### config.mk
export PLATFORM = sky130hd
export DESIGN_NAME = mem_bist_ctrl
export DESIGN_NICKNAME = d
export VERILOG_FILES = /design/src/rtl/mem_bist_pkg.sv /design/src/rtl/mem_bist_rdpipe.sv /design/src/rtl/mem_bist_ctrl.sv
export SDC_FILE = /design/constraint.sdc
export NUM_CORES = 1
export LEC_CHECK = 0
export ABC_AREA = 0
export CELL_PAD_IN_SITES_DETAIL_PLACEMENT = 1
export CELL_PAD_IN_SITES_GLOBAL_PLACEMENT = 1
export CORE_MARGIN = 2
export CORE_UTILIZATION = 30
export CTS_CLUSTER_DIAMETER = 50
export DETAILED_ROUTE_END_ITERATION = 12
export DONT_BUFFER_PORTS = 1
export HOLD_SLACK_MARGIN = 0.08
export PLACE_DENSITY_LB_ADDON = 0.2
export SLEW_MARGIN = 20
export SYNTH_ARGS = -nofsm -noshare
export SYNTH_HDL_FRONTEND = slang
export SYNTH_SLANG_ARGS = --single-unit
### constraint.sdc
create_clock -name clk -period 2.21 [get_ports clk]
set_clock_uncertainty 0.2 [all_clocks]
set_input_delay 0.1105 -clock clk [delete_from_list [all_inputs] [get_ports clk]]
set_output_delay 0.1105 -clock clk [all_outputs]
set_load 0.02 [all_outputs]
### src/rtl/mem_bist_pkg.sv
// Shared types and the expected-data rule for the memory self-test engine.
package mem_bist_pkg;

  typedef enum logic [2:0] {
    ST_IDLE,
    ST_CLR_WR,
    ST_CLR_RD,
    ST_CLR_DRAIN,
    ST_PAT_WR,
    ST_PAT_RD,
    ST_PAT_DRAIN,
    ST_DONE
  } bist_state_e;

  typedef enum logic [1:0] {
    BM_ADDR,
    BM_FIXED,
    BM_CHECKER,
    BM_INV_ADDR
  } bist_mode_e;

  // Working width of exp_data; callers truncate to their data width (DW <= 32).
  localparam int XW = 32;

  function automatic logic [XW-1:0] exp_data(input logic            clear,
                                             input bist_mode_e      mode,
                                             input logic [XW-1:0]   addr,
                                             input logic [XW-1:0]   pattern);
    logic [XW-1:0] d;
    d = '0;
    if (!clear) begin
      case (mode)
        BM_ADDR:     d = addr;
        BM_FIXED:    d = pattern;
        BM_CHECKER:  d = addr[0] ? ~pattern : pattern;
        BM_INV_ADDR: d = ~addr;
        default:     d = '0;
      endcase
    end
    return d;
  endfunction

endpackage

### src/rtl/mem_bist_rdpipe.sv
// Carries valid/address/expected data of each issued read until its data returns.
module mem_bist_rdpipe #(
  parameter int AW       = 5,
  parameter int DW       = 8,
  parameter int READ_LAT = 1
) (
  input  logic          clk,
  input  logic          rst,
  input  logic          in_valid,
  input  logic [AW-1:0] in_addr,
  input  logic [DW-1:0] in_exp,
  output logic          out_valid,
  output logic [AW-1:0] out_addr,
  output logic [DW-1:0] out_exp
);

  logic [READ_LAT-1:0] valid_q;
  logic [AW-1:0]       addr_q [READ_LAT];
  logic [DW-1:0]       exp_q  [READ_LAT];

  always_ff @(posedge clk) begin
    if (rst) begin
      valid_q <= '0;
    end else begin
      valid_q[0] <= in_valid;
      for (int i = 1; i < READ_LAT; i++) valid_q[i] <= valid_q[i-1];
    end
  end

  // Payload needs no reset: it is only looked at when its valid bit is set.
  always_ff @(posedge clk) begin
    addr_q[0] <= in_addr;
    exp_q[0]  <= in_exp;
    for (int i = 1; i < READ_LAT; i++) begin
      addr_q[i] <= addr_q[i-1];
      exp_q[i]  <= exp_q[i-1];
    end
  end

  assign out_valid = valid_q[READ_LAT-1];
  assign out_addr  = addr_q[READ_LAT-1];
  assign out_exp   = exp_q[READ_LAT-1];

endmodule

### src/rtl/mem_bist_ctrl.sv
// Memory self-test engine: clear pass then pattern pass over the whole array,
// counting read mismatches and remembering the first failing address.
module mem_bist_ctrl #(
  parameter int AW       = 5,
  parameter int DW       = 8,
  parameter int READ_LAT = 1,
  parameter int ERRW     = 8
) (
  input  logic            clk,
  input  logic            rst,
  input  logic            start,
  input  logic [1:0]      mode,
  input  logic [DW-1:0]   pattern,
  output logic            mem_read,
  output logic            mem_write,
  output logic [AW-1:0]   mem_addr,
  output logic [DW-1:0]   mem_data_in,
  input  logic [DW-1:0]   mem_data_out,
  output logic            busy,
  output logic            done,
  output logic            pass,
  output logic [ERRW-1:0] err_count,
  output logic [AW-1:0]   first_err_addr
);
  import mem_bist_pkg::*;

  localparam logic [AW-1:0]   ADDR_LAST  = '1;
  localparam logic [2:0]      DRAIN_LAST = 3'(READ_LAT - 1);
  localparam logic [ERRW-1:0] ERR_MAX    = '1;

  bist_state_e   state, next_state;
  logic [AW-1:0] addr_cnt, addr_next;
  logic [2:0]    drain_cnt, drain_next;
  bist_mode_e    mode_q;
  logic [DW-1:0] pattern_q;

  logic          accept, finish, issue_wr, issue_rd, clear_phase;
  logic [DW-1:0] issue_exp, rd_exp;

  logic          chk_valid, mismatch;
  logic [AW-1:0] chk_addr;
  logic [DW-1:0] chk_exp;
  logic [ERRW-1:0] err_next;

  always_ff @(posedge clk) begin
    if (rst) begin
      state     <= ST_IDLE;
      addr_cnt  <= '0;
      drain_cnt <= '0;
    end else begin
      state     <= next_state;
      addr_cnt  <= addr_next;
      drain_cnt <= drain_next;
    end
  end

  always_comb begin
    next_state = state;
    addr_next  = addr_cnt;
    drain_next = drain_cnt;
    accept     = 1'b0;
    finish     = 1'b0;
    issue_wr   = 1'b0;
    issue_rd   = 1'b0;
    case (state)
      ST_IDLE: begin
        if (start) begin
          accept     = 1'b1;
          addr_next  = '0;
          next_state = ST_CLR_WR;
        end
      end
      ST_CLR_WR, ST_PAT_WR: begin
        issue_wr  = 1'b1;
        addr_next = addr_cnt + 1'b1;
        if (addr_cnt == ADDR_LAST)
          next_state = (state == ST_CLR_WR) ? ST_CLR_RD : ST_PAT_RD;
      end
      ST_CLR_RD, ST_PAT_RD: begin
        issue_rd   = 1'b1;
        addr_next  = addr_cnt + 1'b1;
        drain_next = '0;
        if (addr_cnt == ADDR_LAST)
          next_state = (state == ST_CLR_RD) ? ST_CLR_DRAIN : ST_PAT_DRAIN;
      end
      ST_CLR_DRAIN, ST_PAT_DRAIN: begin
        drain_next = drain_cnt + 3'd1;
        if (drain_cnt == DRAIN_LAST)
          next_state = (state == ST_CLR_DRAIN) ? ST_PAT_WR : ST_DONE;
      end
      ST_DONE: begin
        finish     = 1'b1;
        next_state = ST_IDLE;
      end
      default: next_state = ST_IDLE;
    endcase
  end

  assign clear_phase = (state == ST_CLR_WR) || (state == ST_CLR_RD);
  assign issue_exp   = DW'(exp_data(clear_phase, mode_q, XW'(addr_cnt), XW'(pattern_q)));

  // Strobes are registered, so the memory sees them one edge after the FSM issues them.
  always_ff @(posedge clk) begin
    if (rst) begin
      mem_write   <= 1'b0;
      mem_read    <= 1'b0;
      mem_addr    <= '0;
      mem_data_in <= '0;
      rd_exp      <= '0;
    end else begin
      mem_write   <= issue_wr;
      mem_read    <= issue_rd;
      mem_addr    <= addr_cnt;
      mem_data_in <= issue_wr ? issue_exp : '0;
      rd_exp      <= issue_exp;
    end
  end

  mem_bist_rdpipe #(
    .AW      (AW),
    .DW      (DW),
    .READ_LAT(READ_LAT)
  ) u_rdpipe (
    .clk      (clk),
    .rst      (rst),
    .in_valid (mem_read),
    .in_addr  (mem_addr),
    .in_exp   (rd_exp),
    .out_valid(chk_valid),
    .out_addr (chk_addr),
    .out_exp  (chk_exp)
  );

  assign mismatch = chk_valid && (mem_data_out != chk_exp);

  // The final compare lands on the same edge that raises done, so pass looks at err_next.
  always_comb begin
    err_next = err_count;
    if (accept)
      err_next = '0;
    else if (mismatch && (err_count != ERR_MAX))
      err_next = err_count + 1'b1;
  end

  always_ff @(posedge clk) begin
    if (rst) begin
      err_count      <= '0;
      first_err_addr <= '0;
      pass           <= 1'b0;
      busy           <= 1'b0;
      done           <= 1'b0;
      mode_q         <= BM_ADDR;
      pattern_q      <= '0;
    end else begin
      err_count <= err_next;
      done      <= finish;
      if (accept) begin
        busy           <= 1'b1;
        pass           <= 1'b0;
        first_err_addr <= '0;
        mode_q         <= bist_mode_e'(mode);
        pattern_q      <= pattern;
      end
      if (finish) begin
        busy <= 1'b0;
        pass <= (err_next == '0);
      end
      if (mismatch && (err_count == '0))
        first_err_addr <= chk_addr;
    end
  end

endmodule

---- Word-level counts from Yosys, hierarchy flattened ----
Memories as Yosys holds them, arrays and structs flattened.
Cells that the tools add are included.
storage, ports and cells
  bits in registers ....................... 61
  memories kept ........................... 2
  memory bits (writable) .................. 13
operators by class
  mux-type cells .......................... 25
  reductions and logical operators ........ 21
  bitwise logic cells ..................... 3
  add/sub/neg operators ................... 3
  equality and inequality tests ........... 17
memories
  name             depth  width  rd ports  clocked after Yosys merged registers in  write ports  line                   source
  u_rdpipe.exp_q   1      8      1         0                                        1            mem_bist_rdpipe.sv:19  logic [DW-1:0] exp_q [READ_LAT];
  u_rdpipe.addr_q  1      5      1         0                                        1            mem_bist_rdpipe.sv:18  logic [AW-1:0] addr_q [READ_LAT];
operator list
  cell                                                             number
  8-bit 2-to-1 mux                                                 4
  8-bit one-hot mux with 4 select lines                            1
  3-bit 2-to-1 mux                                                 6
  8-bit zero test                                                  2
  5-bit 2-to-1 mux                                                 3
  3-bit one-hot mux with 5 select lines                            1
  3-bit == test, second input constant                             4
  5-bit one-hot mux with 2 select lines                            1
  2-bit OR reduction                                               5
  8-bit by 1-bit adder with 8-bit output, second input constant    1
  2-bit inequality test, second input constant                     4
  8-bit inequality test                                            1
  8-bit inequality test, second input constant                     1
  5-bit inverter with 8-bit output                                 1
  8-bit inverter                                                   1
  2-bit nonzero test                                               4
  1-bit 2-to-1 mux                                                 7
  3-bit by 2-bit == test with 1-bit output, second input constant  2
  3-bit zero test                                                  2
  3-bit one-hot mux with 2 select lines                            1
  5-bit by 1-bit adder with 5-bit output, second input constant    1
  5-bit == test, second input constant                             1
  2-bit == test, second input constant                             2
  4-bit AND reduction                                              1
  other kinds (10)                                                 12

---- Longest topological paths before layout ----
  word-level depth ........................ 7
  gate-level depth with buffers ........... 8
  gate-level depth less buffers ........... 8

---- Modules after synthesis ----
A second synthesis with hierarchy kept.
unflattened totals
  cells, all modules ...................... 350
  area total of the unflattened synthesis .. 3049.2 µm²
modules (own cells, without submodules)
  module           area each (µm²)  cells each  times used
  mem_bist_ctrl    2755.1           335         1
  mem_bist_rdpipe  294.0            15          1

---- Least setup slack after synthesis ----
Ideal clock, no wire load.
  path kind ............................... register -> register
  start ................................... register err_count[0]
  end ..................................... register pass
  path buffers ............................ 0
  data arrival time ....................... 1.687 ns
  clock period less this slack ............ 2.006 ns
  path slack .............................. 0.204 ns
  library setup time ...................... 0.119 ns
  data required time ...................... 1.891 ns
  stages on the path, launching flop included .. 9
  cells stage by stage .................... dfxtp_1 -> ha_1 -> and3_4 -> nand4_4 -> inv_4 -> a21oi_4 -> mux2_4 -> nand4_1 -> o21ai_1
on the way
  longest elaborated chain between the ends .. 6
  elaborated cells on any way between the ends .. 7
ends and longest elaborated chain
  what                                                                            line                  source
  from (decl)                                                                     mem_bist_ctrl.sv:22   output logic [ERRW-1:0] err_count,
  from (signal assigned)                                                          mem_bist_ctrl.sv:155  err_count <= err_next;
  branches (longest 2 deep; another with 8-bit by 1-bit adder with 8-bit output)  n/a
  8-bit 2-to-1 mux (*)                                                            mem_bist_ctrl.sv:141  else if (mismatch && (err_count != ERR_MAX))
  8-bit 2-to-1 mux (*)                                                            mem_bist_ctrl.sv:139  if (accept)
  8-bit zero test (*)                                                             mem_bist_ctrl.sv:166  pass <= (err_next == '0);
  1-bit 2-to-1 mux (*)                                                            mem_bist_ctrl.sv:164  if (finish) begin
  to (signal assigned)                                                            mem_bist_ctrl.sv:166
  to (decl)                                                                       mem_bist_ctrl.sv:21   output logic pass,
Mark *: on every way between the ends.
A chain may end at the register's enable or synchronous reset.

---- Final worst setup path ----
  start ................................... register state[1]
  end ..................................... register pattern_q[5]
on the way
  longest elaborated chain between the ends .. 2
ends and longest elaborated chain
  what                    line                  source
  from (decl)             mem_bist_ctrl.sv:31   bist_state_e state, next_state;
  from (signal assigned)  mem_bist_ctrl.sv:51   state <= next_state;
  3-bit zero test         mem_bist_ctrl.sv:65   case (state)
  1-bit 2-to-1 mux        mem_bist_ctrl.sv:65
  to (signal assigned)    mem_bist_ctrl.sv:162  pattern_q <= pattern;
  to (decl)               mem_bist_ctrl.sv:35   logic [DW-1:0] pattern_q;
No other way between the ends.

==> run metrics <==
status=finished clean; FF-to-FF path depth=4; top post-synthesis cells by count=dfxtp_1 (74), nand2_1 (43), nor2_1 (37), a21oi_1 (34), nor2b_1 (17); routed vias/inst=between 4 and 5; Clock Sinks=74; CP peak stage delay=570 ps; synth warn=0; Peak VDD IR=around 0.25 mV; top post-synthesis cells by area=dfxtp_1 (46%), a21oi_1 (5.3%), nand2_1 (5.0%); total grt overflow=0; Setup TNS Final=0 ps; CTS HTree Levels=3; fmax=484 MHz; pre-CTS setup slack=295 ps; CP Buf/Inv Count=1; starting density of the core=0.311; Initial DRC Count=125; fin crit share=0.936; critical path's top delay family=simple AND/OR/NAND/NOR gates; Port Buf Inserts=0; cell count after synthesis=365; Vias=approximately 2500; met3 wire len=between 300 and 400 um; clk_lat worst skew=roughly 350 ps; sequential cell area fraction in the yosys report=0.459; Yosys cell types=55; kind of critical path=reg2reg; Die ar.=0.0116 mm^2; Period minus WS final=2070 ps; total power=about 2.6 mW; GP Congestion=0.774; share of the synthesized area in the top cell type=0.459; worst hold stages=0; core area=roughly 0.010 mm^2; CP Depth=4; final setup violation count=0; Critical Path RT=2250 ps; Power Density=673 mW/mm^2; cells along the critical path=or3_4, nand2_1, a21oi_1, dlygate4sd3_1; fin. max-slew vios=0; area leader, netlist=dfxtp_1; Final nets=roughly 420; Final Hold Vio Count=0; first-pass GRT wire length=13500 um; initial antenna violation count=0; post-synthesis register bit count=74; share of cells above drive strength 1=0.129; Primary FF master, synth=dfxtp_1; Die W=108 um; antenna diode count=0; most instantiated library cell after synthesis=dfxtp_1; vias in the first global route=2642; Detail Route Antenna Nets=0; wire per inst=15.0 um; Worst slew margin=0.579; placed instance area=0.00338 mm^2; final instance area=0.00380 mm^2; RSZ-0062 raised after global routing=no; Syn-to-layout area delta=17.8%; Num CTS Buffers=9; synthesized area=0.00323 mm^2; CP endpoint kind=flip-flop; clock root cell=clkbuf_8; MaxCap Viol Count=0; CP Launch Type=flip-flop; Top Ports=52; DP HPWL=5490 um; syn_area_per_cell=8.85 um^2; pin count of the biggest net entering global routing=39; M1 WL=3820 um; Worst Path Arrival=2110 ps; Worst Hold Class=reg2reg; Worst Tran Pin Value=between 600 and 700 ps; EDFF count, synth=0; CTS Buffer Depth=2; drt pass-1 iters=4; CTS clk-pin slew, worst paths=80 ps; Met2 Wirelength=3680 um; Leak=1.35 nW; Post-CTS Setup Repair Bufs=0; Remaining DRCs=0; CTS tree=done; crit-path max FO=21; fraction of registers with async set/reset=0; top routing layer used=met4; GRT Total Usage=0.150; Chip Height=108 um; Fill cells=1247; Worst Setup Slack, final=about 140 ps; wirelength, routed=7960 um; Rows=37; Mapped Nets=392; slowest cell on the critical path=or3_4
state kept, by name (all words and copies together) (netlist names), 2 cells and up:
signal	count
first_err_addr	5
drain_cnt	3
mem_data_in	8
state	3
addr_cnt	5
rd_exp	8
err_count	8
u_rdpipe.addr_q	5
mode_q	2
pattern_q	8
u_rdpipe.exp_q	8
mem_addr	5
worst register-to-register path, stage by stage (launching register included):
cell	delay (ps)
dfxtp_1	470
or3_4	570
nand2_1	110
a21oi_1	60
dlygate4sd3_1	550
placed cells by master, fill, tap and decap left out, types with 2 or more instances in the layout:
cell type,count
a22oi_1,2
dfxtp_1,74
inv_1,10
nor3_1,4
a31oi_1,2
nor2b_1,17
mux2_2,2
o21ai_0,16
nand2b_1,4
nand4_1,5
dlygate4sd3_1,21
a211oi_1,7
o211ai_1,2
o21bai_1,2
buf_4,16
mux2i_1,2
xnor2_1,15
nand2_1,43
clkinvlp_4,2
nor2_1,37
inv_6,2
clkbuf_8,10
xor2_1,8
a21oi_1,33
ha_1,6
nand3_1,9
nand3b_1,8
logic make-up (layout without fill, tap and decap cells):
| family | count (synthesis) | after routing | synth area share |
|---|---|---|---|
| simple gates | 141 | 141 | 0.225 |
| compound gates | 78 | 78 | 0.151 |
| flops | 74 | 74 | 0.459 |
| buf+inv | 37 | 66 | 0.0585 |
| xor+xnor | 23 | 23 | 0.0624 |
| fa+ha+maj | 7 | 7 | 0.0263 |
| mux | 5 | 5 | 0.0178 |
routing by layer:
metal / global-route usage / vias to the layer above
li1: - / 1277
met1: 0.193 / 1202
met2: 0.241 / 44
met3: 0.0393 / 6
met4: 0.0549 / 0
met5: 0 / -
through the flow:
| step | hold WS [ps] | utilization | cells |
|---|---|---|---|
| 2_1_floorplan | 46.5 | - | 365 |
| 3_3_place_gp | -16.3 | 0.326 | 492 |
| 3_5_place_dp | -14.2 | 0.326 | 492 |
| 4_1_cts | 131 | 0.366 | 530 |
| 5_1_grt | 140 | 0.367 | 530 |
| 6_report | 132 | 0.367 | 530 |
power breakdown:
| part | leakage (nW) | internal, mW | switching, mW |
|---|---|---|---|
| clock network | 0.0863 | 0.445 | 0.531 |
| registers | 0.599 | 1.36 | 0.0357 |
| logic | 0.663 | 0.0898 | 0.0998 |
| total | 1.35 | 1.90 | 0.667 |
final cells by class:
class	instances	area (um^2)	area share
multi-input cells	254	1570	0.412
flip-flops and latches	74	1480	0.389
repair buffers	39	362	0.0950
well taps	136	170	0.0447
clock buffers	11	141	0.0372
inverters	11	43.8	0.0115
clock inverters	5	37.5	0.00987
timing repair:
item,CTS,global route
hold endpoints to repair,58,0
gates resized for setup,0,3
setup endpoints to repair,0,10
hold buffers,22,0
worst paths after layout:
check	end	slack (ps)	start
worst min register to register	u_rdpipe.exp_q[0][2]	130	rd_exp[2]
worst min-delay path	u_rdpipe.exp_q[0][2]	130	rd_exp[2]
worst max register to register	pattern_q[5]	140	state[1]
worst max-delay path	pattern_q[5]	140	state[1]
(Power assumes the default switching activity.)
